===== config.mk =====
export PLATFORM = sky130hd
export DESIGN_NAME = free_list_ctrl_flat
export DESIGN_NICKNAME = d
export VERILOG_FILES = /design/src/rtl/free_list_ctrl_pkg.sv /design/src/rtl/free_list_ctrl_if.sv /design/src/rtl/free_list_ctrl_tag_ring.sv /design/src/rtl/free_list_ctrl.sv /design/src/flat_wrapper.sv
export SDC_FILE = /design/constraint.sdc
export NUM_CORES = 1
export LEC_CHECK = 0
export CAP_MARGIN = 5
export CORE_AREA = 2 2 74 128
export CTS_CLUSTER_SIZE = 24
export DETAILED_ROUTE_END_ITERATION = 8
export DIE_AREA = 0 0 76 130
export GPL_TIMING_DRIVEN = 0
export MAX_ROUTING_LAYER = met4
export PLACE_DENSITY = 0.67
export SYNTH_ARGS = -nofsm -noshare
export SYNTH_HDL_FRONTEND = slang
export SYNTH_SLANG_ARGS = --single-unit

===== constraint.sdc =====
create_clock -name clk -period 4 [get_ports clk]
set_clock_uncertainty 0.1 [all_clocks]
set_input_delay 0.8 -clock clk [delete_from_list [all_inputs] [get_ports clk]]
set_output_delay 0.8 -clock clk [all_outputs]
set_load 0.01 [all_outputs]

===== src/rtl/free_list_ctrl_pkg.sv =====
// free_list_pkg: shared types and default sizes for the rename-stage
// physical-register free list.
//   fl_state_t   : controller state (INIT fills the list, RUN serves,
//                  RECOVER is the single bubble after a flush)
//   preg_tag_t   : physical register tag, shared with the renamer
package free_list_pkg;

  localparam int FL_NUM_PREGS = 16;
  localparam int FL_NUM_AREGS = 8;
  localparam int FL_TAG_W     = $clog2(FL_NUM_PREGS);

  typedef logic [FL_TAG_W-1:0] preg_tag_t;

  typedef enum logic [1:0] {
    INIT    = 2'd0,
    RUN     = 2'd1,
    RECOVER = 2'd2
  } fl_state_t;

endpackage


===== src/rtl/free_list_ctrl_if.sv =====
// free_list_ctrl_if: handshake bundle between the free-list controller and
// its neighbours (renamer consumes alloc_*, retire logic drives commit/release).
//   master : renamer / retire side (drives requests, sees grants and status)
//   slave  : free_list_ctrl
interface free_list_ctrl_if
  import free_list_pkg::*;
#(
  parameter int NUM_PREGS = FL_NUM_PREGS
);
  localparam int TAG_W = $clog2(NUM_PREGS);

  logic             alloc_valid;
  logic             alloc_ready;
  logic [TAG_W-1:0] alloc_tag;
  logic             commit_ena;
  logic             release_ena;
  logic [TAG_W-1:0] release_tag;
  logic             flush;
  logic [TAG_W:0]   free_count;
  logic             busy;
  logic             dup_err;

  modport master (
    output alloc_valid, commit_ena, release_ena, release_tag, flush,
    input  alloc_ready, alloc_tag, free_count, busy, dup_err
  );

  modport slave (
    input  alloc_valid, commit_ena, release_ena, release_tag, flush,
    output alloc_ready, alloc_tag, free_count, busy, dup_err
  );

endinterface


===== src/rtl/free_list_ctrl_tag_ring.sv =====
// tag_ring: circular storage for free physical tags.
//   clk          : clock (storage has no reset; contents are only read
//                  inside the valid pointer window)
//   we/waddr/wdata : single write port
//   raddr/rdata  : combinational read port at any index
//   mem_o        : full contents, only with FREE_LIST_DUPCHK_EN (bitmap rebuild)
module tag_ring #(
  parameter int NUM_PREGS = 16,
  parameter int TAG_W     = $clog2(NUM_PREGS)
) (
  input  logic             clk,
  input  logic             we,
  input  logic [TAG_W-1:0] waddr,
  input  logic [TAG_W-1:0] wdata,
  input  logic [TAG_W-1:0] raddr,
  output logic [TAG_W-1:0] rdata
`ifdef FREE_LIST_DUPCHK_EN
  ,
  output logic [NUM_PREGS-1:0][TAG_W-1:0] mem_o
`endif
);

  logic [NUM_PREGS-1:0][TAG_W-1:0] mem_q, mem_d;

  always_comb begin
    mem_d = mem_q;
    if (we) mem_d[waddr] = wdata;
  end

  always_ff @(posedge clk) begin
    mem_q <= mem_d;
  end

  assign rdata = mem_q[raddr];

`ifdef FREE_LIST_DUPCHK_EN
  assign mem_o = mem_q;
`endif

endmodule


===== src/rtl/free_list_ctrl.sv =====
// free_list_ctrl: physical-register free-list controller.
// Hands out one free tag per cycle (show-ahead, zero latency), takes back
// released tags from retirement, and on flush rewinds the speculative head
// to the committed head.
//   clk, rst : clock, asynchronous active-high reset
//   bus      : free_list_ctrl_if.slave (alloc / commit / release / flush,
//              free_count, busy, dup_err)
// Optional feature: FREE_LIST_DUPCHK_EN adds an is_free bitmap that drops
// double-frees and raises the sticky dup_err flag.
module free_list_ctrl
  import free_list_pkg::*;
#(
  parameter int NUM_PREGS = FL_NUM_PREGS,
  parameter int NUM_AREGS = FL_NUM_AREGS
) (
  input  logic            clk,
  input  logic            rst,
  free_list_ctrl_if.slave bus
);

  localparam int TAG_W = $clog2(NUM_PREGS);
  localparam int PTR_W = TAG_W + 1;
  typedef logic [PTR_W-1:0] ptr_t;
  localparam ptr_t PTR_ONE = ptr_t'(1);

  fl_state_t        state_q, state_d;
  ptr_t             tail_q, tail_d;
  ptr_t             spec_head_q, spec_head_d;
  ptr_t             commit_head_q, commit_head_d;
  logic [TAG_W-1:0] init_idx_q, init_idx_d;
  logic             busy_q, busy_d;
  logic             dup_err_q, dup_err_d;

  logic             we;
  logic [TAG_W-1:0] wdata;
  logic [TAG_W-1:0] rd_tag;
  ptr_t             spec_cnt;
  logic             run, proc, fire, rel_dup, rel_acc;

`ifdef FREE_LIST_DUPCHK_EN
  logic [NUM_PREGS-1:0]            is_free_q, is_free_d;
  logic [NUM_PREGS-1:0][TAG_W-1:0] ring_mem;
  ptr_t                            keep_cnt, pos;
  logic [TAG_W-1:0]                ent;
`endif

  tag_ring #(.NUM_PREGS(NUM_PREGS), .TAG_W(TAG_W)) u_ring (
    .clk   (clk),
    .we    (we),
    .waddr (tail_q[TAG_W-1:0]),
    .wdata (wdata),
    .raddr (spec_head_q[TAG_W-1:0]),
    .rdata (rd_tag)
`ifdef FREE_LIST_DUPCHK_EN
    ,
    .mem_o (ring_mem)
`endif
  );

  assign run      = (state_q == RUN);
  assign proc     = (state_q != INIT);   // commit/release honoured in RUN and RECOVER
  assign spec_cnt = tail_q - spec_head_q;

  // flush is the only input allowed to reach alloc_ready combinationally
  assign bus.alloc_ready = run && (spec_cnt != '0) && !bus.flush;
  assign bus.alloc_tag   = bus.alloc_ready ? rd_tag : '0;
  assign bus.free_count  = spec_cnt;
  assign bus.busy        = busy_q;
  assign fire            = bus.alloc_valid && bus.alloc_ready;

`ifdef FREE_LIST_DUPCHK_EN
  assign rel_dup     = is_free_q[bus.release_tag];
  assign bus.dup_err = dup_err_q;
`else
  assign rel_dup     = 1'b0;
  assign bus.dup_err = 1'b0;
`endif
  assign rel_acc = proc && bus.release_ena && !rel_dup;

  always_comb begin
    state_d       = state_q;
    tail_d        = tail_q;
    spec_head_d   = spec_head_q;
    commit_head_d = commit_head_q;
    init_idx_d    = init_idx_q;
    dup_err_d     = dup_err_q;
    we            = 1'b0;
    wdata         = bus.release_tag;
    unique case (state_q)
      INIT: begin
        we         = 1'b1;
        wdata      = init_idx_q;
        tail_d     = tail_q + PTR_ONE;
        init_idx_d = init_idx_q + TAG_W'(1);
        if (init_idx_q == TAG_W'(NUM_PREGS - 1)) state_d = RUN;
      end
      default: begin
        if (bus.commit_ena) commit_head_d = commit_head_q + PTR_ONE;
        if (rel_acc) begin
          we     = 1'b1;
          tail_d = tail_q + PTR_ONE;
        end
        if (bus.release_ena && rel_dup) dup_err_d = 1'b1;
        if (fire) spec_head_d = spec_head_q + PTR_ONE;
        if (state_q == RECOVER) begin
          state_d = RUN;
        end else if (bus.flush) begin
          // rewind past everything not yet committed, including this cycle's commit
          spec_head_d = commit_head_d;
          state_d     = RECOVER;
        end
      end
    endcase
    busy_d = (state_d != RUN);
  end

`ifdef FREE_LIST_DUPCHK_EN
  always_comb begin
    is_free_d = is_free_q;
    keep_cnt  = tail_d - commit_head_d;
    pos       = '0;
    ent       = '0;
    if (state_q == INIT) is_free_d[init_idx_q] = 1'b1;
    if (fire)            is_free_d[rd_tag] = 1'b0;
    if (rel_acc)         is_free_d[bus.release_tag] = 1'b1;
    if (run && bus.flush) begin
      // after the rewind the free set is exactly the window commit_head'..tail'
      is_free_d = '0;
      for (int i = 0; i < NUM_PREGS; i++) begin
        pos = commit_head_d + ptr_t'(i);
        // the slot written this cycle is not in the array yet
        ent = (rel_acc && (pos[TAG_W-1:0] == tail_q[TAG_W-1:0])) ?
              bus.release_tag : ring_mem[pos[TAG_W-1:0]];
        if (ptr_t'(i) < keep_cnt) is_free_d[ent] = 1'b1;
      end
    end
  end
`endif

  always_ff @(posedge clk or posedge rst) begin
    if (rst) begin
      state_q       <= INIT;
      tail_q        <= '0;
      spec_head_q   <= '0;
      commit_head_q <= '0;
      init_idx_q    <= TAG_W'(NUM_AREGS);
      busy_q        <= 1'b1;
      dup_err_q     <= 1'b0;
`ifdef FREE_LIST_DUPCHK_EN
      is_free_q     <= '0;
`endif
    end else begin
      state_q       <= state_d;
      tail_q        <= tail_d;
      spec_head_q   <= spec_head_d;
      commit_head_q <= commit_head_d;
      init_idx_q    <= init_idx_d;
      busy_q        <= busy_d;
      dup_err_q     <= dup_err_d;
`ifdef FREE_LIST_DUPCHK_EN
      is_free_q     <= is_free_d;
`endif
    end
  end

endmodule


===== src/flat_wrapper.sv =====
// flat-port wrapper written by rule: the top's interface ports become plain ports
module free_list_ctrl_flat import free_list_pkg::*;
#(
  parameter int NUM_PREGS = FL_NUM_PREGS,
  parameter int NUM_AREGS = FL_NUM_AREGS
)
  (clk, rst, bus_alloc_valid, bus_commit_ena, bus_release_ena, bus_release_tag, bus_flush, bus_alloc_ready, bus_alloc_tag, bus_free_count, bus_busy, bus_dup_err);
  free_list_ctrl_if #(.NUM_PREGS(NUM_PREGS)) bus_i ();
  input  logic clk;
  input  logic rst;
  input wire logic [$bits(bus_i.alloc_valid)-1:0] bus_alloc_valid;
  input wire logic [$bits(bus_i.commit_ena)-1:0] bus_commit_ena;
  input wire logic [$bits(bus_i.release_ena)-1:0] bus_release_ena;
  input wire logic [$bits(bus_i.release_tag)-1:0] bus_release_tag;
  input wire logic [$bits(bus_i.flush)-1:0] bus_flush;
  output wire logic [$bits(bus_i.alloc_ready)-1:0] bus_alloc_ready;
  output wire logic [$bits(bus_i.alloc_tag)-1:0] bus_alloc_tag;
  output wire logic [$bits(bus_i.free_count)-1:0] bus_free_count;
  output wire logic [$bits(bus_i.busy)-1:0] bus_busy;
  output wire logic [$bits(bus_i.dup_err)-1:0] bus_dup_err;
  assign bus_i.alloc_valid = bus_alloc_valid;
  assign bus_i.commit_ena = bus_commit_ena;
  assign bus_i.release_ena = bus_release_ena;
  assign bus_i.release_tag = bus_release_tag;
  assign bus_i.flush = bus_flush;
  assign bus_alloc_ready = bus_i.alloc_ready;
  assign bus_alloc_tag = bus_i.alloc_tag;
  assign bus_free_count = bus_i.free_count;
  assign bus_busy = bus_i.busy;
  assign bus_dup_err = bus_i.dup_err;
  free_list_ctrl #(.NUM_PREGS(NUM_PREGS), .NUM_AREGS(NUM_AREGS)) u_core (.clk(clk), .rst(rst), .bus(bus_i));
endmodule

## Word level (Yosys, flattened, before mapping)

Cells that the tools add are included.

- Bits in registers: 86
- Input bits: 10
- Output and inout port bits: 12
- Word-level logic and storage cells: 63

- Add/subtract/negate cells: 5
- Magnitude comparators: 3
- Equal/unequal tests: 4
- Mux-type cells: 19
- Reductions and logical operators: 10

Operators by type and width:

| operator | count |
|---|---|
| $bwmux 64 | 1 |
| $mux 5 | 6 |
| $bmux 4 s4 | 1 |
| $demux 4 s4 | 1 |
| $mux 4 | 4 |
| $add 5x1->5 const B | 3 |
| $lt 4x5->1 const B | 2 |
| $mux 2 | 4 |
| $logic_and 1x1->1 | 5 |
| $reduce_bool 5->1 | 1 |
| $sub 5x5->5 | 1 |
| $add 4x1->4 const B | 1 |
| $eq 4x4->1 const B | 1 |
| $ge 4x1->1 const B | 1 |
| $reduce_bool 2->1 | 2 |
| $eq 2x1->1 const B | 1 |
| $eq 2x2->1 const B | 1 |
| $logic_not 2->1 | 1 |
| $mux 1 | 2 |
| $ne 2x1->1 const B | 1 |
| $logic_not 1->1 | 1 |

## Depth between registers and ports, before layout

Gate-level depths: netlist of the first run.

- Depth after elaboration: 8
- Gate-level depth with buffers: 9
- Gate-level depth less buffers: 9

## Hierarchy

From an unflattened synthesis of the first run, not the netlist that was laid out.

- Cell total of the unflattened synthesis: 253
- Area, all modules: 3908.7 um2

By module, submodules not included:

| module | instances | cells an instance | area an instance (um2) | sequential area each (um2) |
|---|---|---|---|---|
| tag_ring | 1 | 126 | 2586.2 | 1921.8 |
| free_list_ctrl | 1 | 127 | 1322.5 | 553.0 |

## Worst setup path after synthesis of the first run

No wires, ideal clock.

- Path type: flip-flop to output port
- Start: register u_core.tail_q[0]
- End: output port bus_alloc_tag[0]
- Arrival time: 2242 ps
- Data required time: 3100 ps
- Slack: 858 ps
- Stages on the path, launching flop included: 9
- Buffers on the path: 0
- Path through: dfrtp_1 > inv_1 > ha_1 > fa_1 > inv_1 > or3_4 > or3_4 > nand3_1 > nor2b_1

- Longest elaborated chain between the ends: 5

RTL lines:

| what | RTL line | text |
|---|---|---|
| start, declared | free_list_ctrl.sv:27 | `ptr_t tail_q, tail_d;` |
| start signal, assigned | free_list_ctrl.sv:154 | `tail_q <= tail_d;` |
| $sub 5x5->5 | free_list_ctrl.sv:62 | `assign spec_cnt = tail_q - spec_head_q;` |
| net bus_free_count[1] | flat_wrapper.sv:18 | `output wire logic [$bits(bus_i.free_count)-1:0] bus_free_count;` |
| $reduce_bool 5->1 | free_list_ctrl.sv:65 | `assign bus.alloc_ready = run && (spec_cnt != '0) && !bus.flush;` |
| $logic_and 1x1->1 (2 in a row) | free_list_ctrl.sv:65 |  |
| $mux 4 | free_list_ctrl.sv:66 | `assign bus.alloc_tag = bus.alloc_ready ? rd_tag : '0;` |
| end, declared | flat_wrapper.sv:17 | `output wire logic [$bits(bus_i.alloc_tag)-1:0] bus_alloc_tag;` |

The timed path passes the listed nets, and every way through them passes these cells.

## Worst setup path in the final report of the first run

- Start: register u_core.spec_head_q[0]
- End: output port bus_alloc_tag[1]

- Longest elaborated chain between the ends: 5
- Elaborated cells between the ends (all ways): 7
- Classes of those cells: add/sub (1); mux (3); reduce/logical (3)

RTL lines:

| what | RTL line | text |
|---|---|---|
| start, declared | free_list_ctrl.sv:28 | `ptr_t spec_head_q, spec_head_d;` |
| start signal, assigned | free_list_ctrl.sv:155 | `spec_head_q <= spec_head_d;` |
| $sub 5x5->5 | free_list_ctrl.sv:62 |  |
| $reduce_bool 5->1 | free_list_ctrl.sv:65 |  |
| $logic_and 1x1->1 (2 in a row) | free_list_ctrl.sv:65 |  |
| $mux 4 * | free_list_ctrl.sv:66 |  |

Mark *: on every way between the ends. The rest lies on a longest branch, timed or not. The select of a mux whose other input is x is not followed.

==> run_results.csv, run 1 <==
group,metric,value,unit
run_status,status,"completed",
detailed_routing,wirelength,7670,um
yosys,synth_mux_area_frac,0.136,
final_layout,antenna_cells,0,
yosys,synth_common_cells,"edfxtp_1 (64), nor2_1 (24), dfrtp_1 (20), mux4_2 (20), nand2_1 (12)",
sta,min_period_over_period,0.973,
setup_path,r2r_end,"u_core.spec_head_q[2]",
pwr,ir_worst_vdd,315,uV
yosys,syn_nets,273,
worst_hold_path,min-delay-path-class,"register to register",
sta,clock.fmax,257,MHz
yosys,synthFlopType,"edfxtp_1",
setup_path,critPathCapture,"bus_alloc_tag[1]",
setup_path,worstSetupEndpointType,"output pin",
clock_network,cts_buffers,9,
run,max_cap_violations,0,
pwr,leakagePower,1.64,nW
setup_path,cp.required,3100,ps
final_layout,layout-drive-gt1-share,0.215,
detailed_routing,drc_errors,0,
setup_path,r2r_start,"u_core.spec_head_q[0]",
yosys,synth-xor-area-share,0.0451,
sta,period_minus_slack,3890,ps
final_layout,seq_area,2480,um^2
detailed_routing,ant_nets,0,
yosys,yosysWarnings,0,
yosys,synth_top_family_by_area,"multiplexers",
detailed_routing,viasPerCell,5.21,
setup_path,r2r_slack,1370,ps
sta,slew_violations,0,
floorplan,dieArea,9880,um^2
final_layout,area_growth,17.7,%
final_layout,fill_cells,734,
sta,fin_tns_setup,0,ps
setup_path,start_kind,"register",
clock_network,clkLatencyLatePin,340,ps
detailed_routing,drt-initial-drc-count,124,
placed_design,dp_hpwl,5690,um
global_route,track_usage,0.180,
clock_network,clkTransAtPathRegs,70,ps
clock_network,clockBufferDepth,2,
sta,rsz0062_at_grt,"no",
yosys,ys_ff_latch,86,
placed_design,place_congestion,0.828,
sta,setup_viol,0,
sta,timing.max_slew.rel_slack,0.401,
setup_path,crit_arrival,2990,ps
global_route,grt_overflow,0,
setup_path,critPathMaxFanout,5,
yosys,syn_avg_cell_area,15.5,um^2
global_route,grt_max_degree,23,
floorplan,coreArea,8920,um^2
floorplan,die_width,76,um
detailed_routing,vias,2124,
yosys,synthAdderAreaFrac,0.0406,
setup_path,startpoint,"u_core.spec_head_q[0]",
clock_network,cts.hold.buffers_added,0,
yosys,synth.area.top_cells,"edfxtp_1 (49%), dfrtp_1 (13%), mux4_2 (12%)",
pwr,p_per_area,878,nW/um^2
final_layout,final_area,4570,um^2
floorplan,rows,46,
clock_network,tritoncts,"yes",
sta,hold_violations,0,
global_route,first_global_vias,2245,
yosys,ys_async_sr_fraction,0.256,
yosys,synth_compound_area_frac,0.0370,
detailed_routing,wl_per_cell,18.8,um
detailed_routing,dr.pass1.iters,4,
yosys,synth_area,3880,um^2
sta,tightest_slew,897,ps
yosys,ys_seq_area_frac,0.637,
floorplan,ioPinCount,22,
yosys,yosysTopAreaCellShare,0.495,
clock_network,cts.sinks,86,
clock_network,htree_levels,3,
setup_path,r2r_cells,7,
yosys,syn_inst,251,
final_layout,final_nets,305,
floorplan,die_height,130,um
floorplan,initial_core_util,0.435,
clock_network,cts-root-buf,"clkbuf_16",
global_route,antenna_found_initial,0,
placed_design,port_buffers,20,
yosys,synth_most_common_cell,"edfxtp_1",
yosys,synthSimpleGateAreaFrac,0.0786,
yosys,synth-edff-count,64,
yosys,synthDistinctLibCells,41,
global_route,grt_pass1_wl,12400,um
placed_design,place_area,4240,um^2
final_layout,multi_input_comb_area,1330,um^2
setup_path,crit_type,"register to output pin",
yosys,synth_largest_area_cell,"edfxtp_1",
==> routing by layer <==
layer | wire [um] | global-route usage | part of all wire
met1 | 2700 | 0.173 | 0.35
met2 | 4550 | 0.338 | 0.59
met3 | 250 | 0.0415 | 0.033
met4 | 173 | 0.0866 | 0.023
met5 | 0 | - | 0
==> state kept, by name (all words and copies together) (netlist names) <==
signal and flops:
u_core.bus.busy 1, u_core.commit_head_q 5, u_core.init_idx_q 4, u_core.spec_head_q 5
u_core.state_q 2, u_core.tail_q 5, u_core.u_ring.mem_q 64
==> logic make-up after synthesis <==
logic type | Yosys count
flip-flops | 86
AND/OR/NAND/NOR | 63
multiplexers | 27
buffers and inverters | 22
AO/OA/AOI/OAI | 20
XOR/XNOR | 20
adder cells (fa/ha/maj) | 12
other | 1
==> how the worst min path moves through the flow <==
stage | from | to | slack, ps | cells past startpoint
after floorplan | u_core.tail_q[4] | u_core.tail_q[4] | 360 | 1
after global placement | u_core.commit_head_q[4] | u_core.commit_head_q[4] | 380 | 1
after detailed placement | u_core.commit_head_q[4] | u_core.commit_head_q[4] | 380 | 1
after CTS | u_core.commit_head_q[4] | u_core.commit_head_q[4] | 390 | 1
after global routing | u_core.commit_head_q[4] | u_core.commit_head_q[4] | 420 | 1
final | u_core.commit_head_q[4] | u_core.commit_head_q[4] | 390 | 1
==> critical path, cell delays in order (launching register included) <==
cell and delay (ps):
dfrtp_2 450, ha_2 210, fa_1 470, inv_1 50, or3_4 410, or3_4 420, nand3_2 120, nor2b_1 60
clkdlybuf4s50_1 470
==> what timing repair did <==
action                     4_1_cts  5_1_grt
resized for setup                3        7
hold endpoints to repair         0        0
setup endpoints to repair        5        5
buffers inserted                 1        0
==> report_power, final <==
group / switching, mW / internal, mW
Sequential: 0.148 / 1.29
Clock: 0.351 / 0.491
Combinational: 0.912 / 0.823
Total: 1.41 / 2.60
==> stage by stage <==
stage	total power [mW]	instances	hold slack, ps	utilization	setup WS, ps
2_1_floorplan	2.57	251	361	-	858
3_3_place_gp	3.13	391	381	0.475	185
3_5_place_dp	3.17	391	382	0.475	184
4_1_cts	4.04	408	393	0.511	23.2
5_1_grt	4.28	408	415	0.513	1.46
6_report	4.01	408	391	0.513	108
==> placed cells by master, fill, tap and decap left out, types with 2 or more instances in the layout <==
cell,Yosys,routed
edfxtp_1,64,64
nor2_1,24,24
mux4_2,20,20
clkdlybuf4s50_1,0,19
dfrtp_1,20,19
nand2_1,12,12
inv_1,11,11
xnor2_1,11,11
ha_1,11,10
clkbuf_16,0,9
xor2_1,9,8
mux2_2,7,7
a21oi_1,5,5
nor3_1,5,5
clkbuf_1,5,4
nand2b_1,4,4
nand4_1,4,4
nor2b_1,4,4
buf_4,3,3
or3_4,2,2
and3_1,2,2
nand3_1,3,2
or2_2,2,2
a31oi_1,2,2
clkinv_2,0,2
o22ai_1,2,2
inv_6,0,2
clkinvlp_4,0,2
dfstp_2,2,2
==> final cells by class <==
class                   count  share of cell area
clock inverters             7              0.0172
flip-flops and latches     86               0.541
plain buffers              10              0.0126
clock buffers               9              0.0492
repair buffers             21              0.0460
inverters                  12              0.0101
well taps                 120              0.0328
multi-input cells         143               0.291
(Power assumes the default switching activity.)
==> run 2: changes to the inputs <==
- TNS_END_PERCENT: default -> 20
==> run 2 against run 1 <==
Effect of this change: sequential share of layout area is essentially flat; non-clock buffer count is the same; first-iteration DRC count is the same; fmax shrank 0.50%; combinational power is essentially flat; via count is the same; clock power is essentially flat; worst setup slack lost 20 ps; clock-buffer cell count is the same; critical endpoint unchanged; largest cell class unchanged; largest power group unchanged.
==> run_results.csv, run 2 (same netlist as run 1, synthesis figures left out) <==
group,metric,value,unit
run_status,status,"completed",
floorplan,dieArea,9880,um^2
pwr,leakagePower,1.64,nW
setup_path,crit_path_cell_trace,"ha_2 > fa_1 > inv_1 > or3_4 > or3_4 > nand3_2 > nor2b_1 > clkdlybuf4s50_1",
setup_path,worstSetupEndpointType,"output pin",
pwr,p_switching,1.41,mW
global_route,first_global_vias,2245,
detailed_routing,drc_errors,0,
setup_path,cp_slowest_cell,"fa_1",
pwr,intPower,2.60,mW
setup_path,r2r_start,"u_core.spec_head_q[0]",
sta,slew_violations,0,
setup_path,timing.critical_path.buf_inv,2,
final_layout,fill_cells,735,
setup_path,critPathMaxFanout,5,
floorplan,coreArea,8920,um^2
sta,setup_viol,0,
detailed_routing,dr.pass1.iters,4,
placed_design,dp_hpwl,5690,um
clock_network,cts.sinks,86,
final_layout,top_register,"u_core.u_ring.mem_q",
floorplan,die_width,76,um
sta,rsz0062_at_grt,"yes",
sta,period_minus_slack,3910,ps
floorplan,die_height,130,um
floorplan,initial_core_util,0.435,
sta,fin_tns_setup,0,ps
pwr,seq_power_share,0.358,
setup_path,r2r_slack,1350,ps
sta,timing.max_slew.rel_slack,0.401,
final_layout,layout-drive-gt1-share,0.212,
final_layout,final_util,0.513,
setup_path,cp_top_family,"simple AND/OR/NAND/NOR gates",
final_layout,multi_input_comb_area,1330,um^2
clock_network,cts-root-buf,"clkbuf_16",
setup_path,cp.required,3100,ps
setup_path,r2r_end,"u_core.spec_head_q[2]",
detailed_routing,wirelength,7670,um
floorplan,rows,46,
floorplan,ioPinCount,22,
setup_path,r2r_cells,7,
pwr,share_comb_of_total_power,0.432,
global_route,antenna_found_initial,0,
sta,min_period_over_period,0.978,
worst_hold_path,min-delay-path-class,"register to register",
pwr,total_power,4.01,mW
clock_network,cts.hold.buffers_added,0,
run,max_cap_violations,0,
sta,clock.fmax,256,MHz
placed_design,place_congestion,0.828,
clock_network,tritoncts,"yes",
setup_path,crit_arrival,3010,ps
setup_path,crit_top_cell,"or3_4",
sta,tightest_slew,898,ps
placed_design,port_buffers,20,
global_route,track_usage,0.180,
global_route,grt_max_degree,23,
final_layout,final_common_cell,"edfxtp_1",
final_layout,fin_cells,408,
global_route,grt_pass1_wl,12400,um
worst_hold_path,hold-path-endpoint,"u_core.commit_head_q[4]",
placed_design,place_area,4240,um^2
pwr,p_sw_frac,0.351,
final_layout,area_growth,17.7,%
detailed_routing,wl_per_cell,18.8,um
final_layout,final_nets,305,
setup_path,start_kind,"register",
clock_network,clkLatencyLatePin,340,ps
detailed_routing,vias,2124,
sta,hold_violations,0,
placed_design,dp_cells,391,
worst_hold_path,hp-start,"u_core.commit_head_q[4]",
final_layout,largest_reg_flops,64,
detailed_routing,drt-initial-drc-count,124,
detailed_routing,viasPerCell,5.21,
clock_network,htree_levels,3,
final_layout,antenna_cells,0,
detailed_routing,ant_nets,0,
clock_network,cts_buffers,9,
setup_path,crit_type,"register to output pin",
final_layout,seq_area,2470,um^2
clock_network,clockBufferDepth,2,
clock_network,clkTransAtPathRegs,70,ps
final_layout,final_cell_mix,"edfxtp_1 (64), nor2_1 (24), mux4_2 (20), dfrtp_1 (20), clkdlybuf4s50_1 (19)",
global_route,grt_overflow,0,
pwr,ir_worst_vdd,314,uV
pwr,p_per_area,878,nW/um^2
final_layout,final_area,4570,um^2
worst_hold_path,worstHoldPathCells,1,
setup_path,cpPeakStageDelay,470,ps
pwr,pwr-share-clk,0.210,
run 2: cell counts in the layout (fill, tap and decap cells not counted):
Identical to the previous run, type by type.
run 2: layer usage:
| metal | global-route usage | vias to the layer above | part of all wire |
|---|---|---|---|
| met5 | - | - | 0 |
| met2 | 0.338 | 51 | 0.59 |
| met1 | 0.173 | 1060 | 0.35 |
| li1 | - | 1004 | - |
| met4 | 0.0866 | 0 | 0.023 |
| met3 | 0.0415 | 9 | 0.033 |
run 2: layout make-up:
class / count / share of cell area
Clock buffer: 9 / 0.0492
Sequential cell: 86 / 0.541
Multi-Input combinational cell: 143 / 0.291
Tap cell: 120 / 0.0328
Buffer: 10 / 0.0126
Inverter: 12 / 0.0101
Clock inverter: 7 / 0.0172
Timing Repair Buffer: 21 / 0.0460
run 2: power groups by stage:
stage | logic [mW] | clock network [mW] | registers [mW]
5_1_grt | 1.91 | 0.905 | 1.46
2_1_floorplan | 1.17 | 0 | 1.41
3_5_place_dp | 1.72 | 0 | 1.45
4_1_cts | 1.74 | 0.859 | 1.44
3_3_place_gp | 1.68 | 0 | 1.45
6_report | 1.73 | 0.842 | 1.44
run 2: how the worst max path moves through the flow:
stage	cells after the start	slack [ps]	from	to
after floorplan	8	860	u_core.tail_q[0]	bus_alloc_tag[0]
after global placement	10	180	u_core.spec_head_q[1]	bus_alloc_tag[1]
after detailed placement	10	180	u_core.spec_head_q[1]	bus_alloc_tag[1]
after CTS	8	20	u_core.spec_head_q[0]	bus_alloc_tag[0]
after global routing	8	-3	u_core.spec_head_q[0]	bus_alloc_ready
final	8	90	u_core.spec_head_q[0]	bus_alloc_tag[1]
run 2: through the flow:
step           setup WS, ps  hold slack (ps)
6_report               88.1              391
5_1_grt               -3.34              415
4_1_cts                23.2              393
3_5_place_dp            184              382
3_3_place_gp            185              381
2_1_floorplan           858              361
run 2: what timing repair did:
action | CTS | global route
gates resized for setup | 3 | 6
buffers inserted | 1 | 0
gates cloned | 0 | 0
setup endpoints to repair | 5 | 5
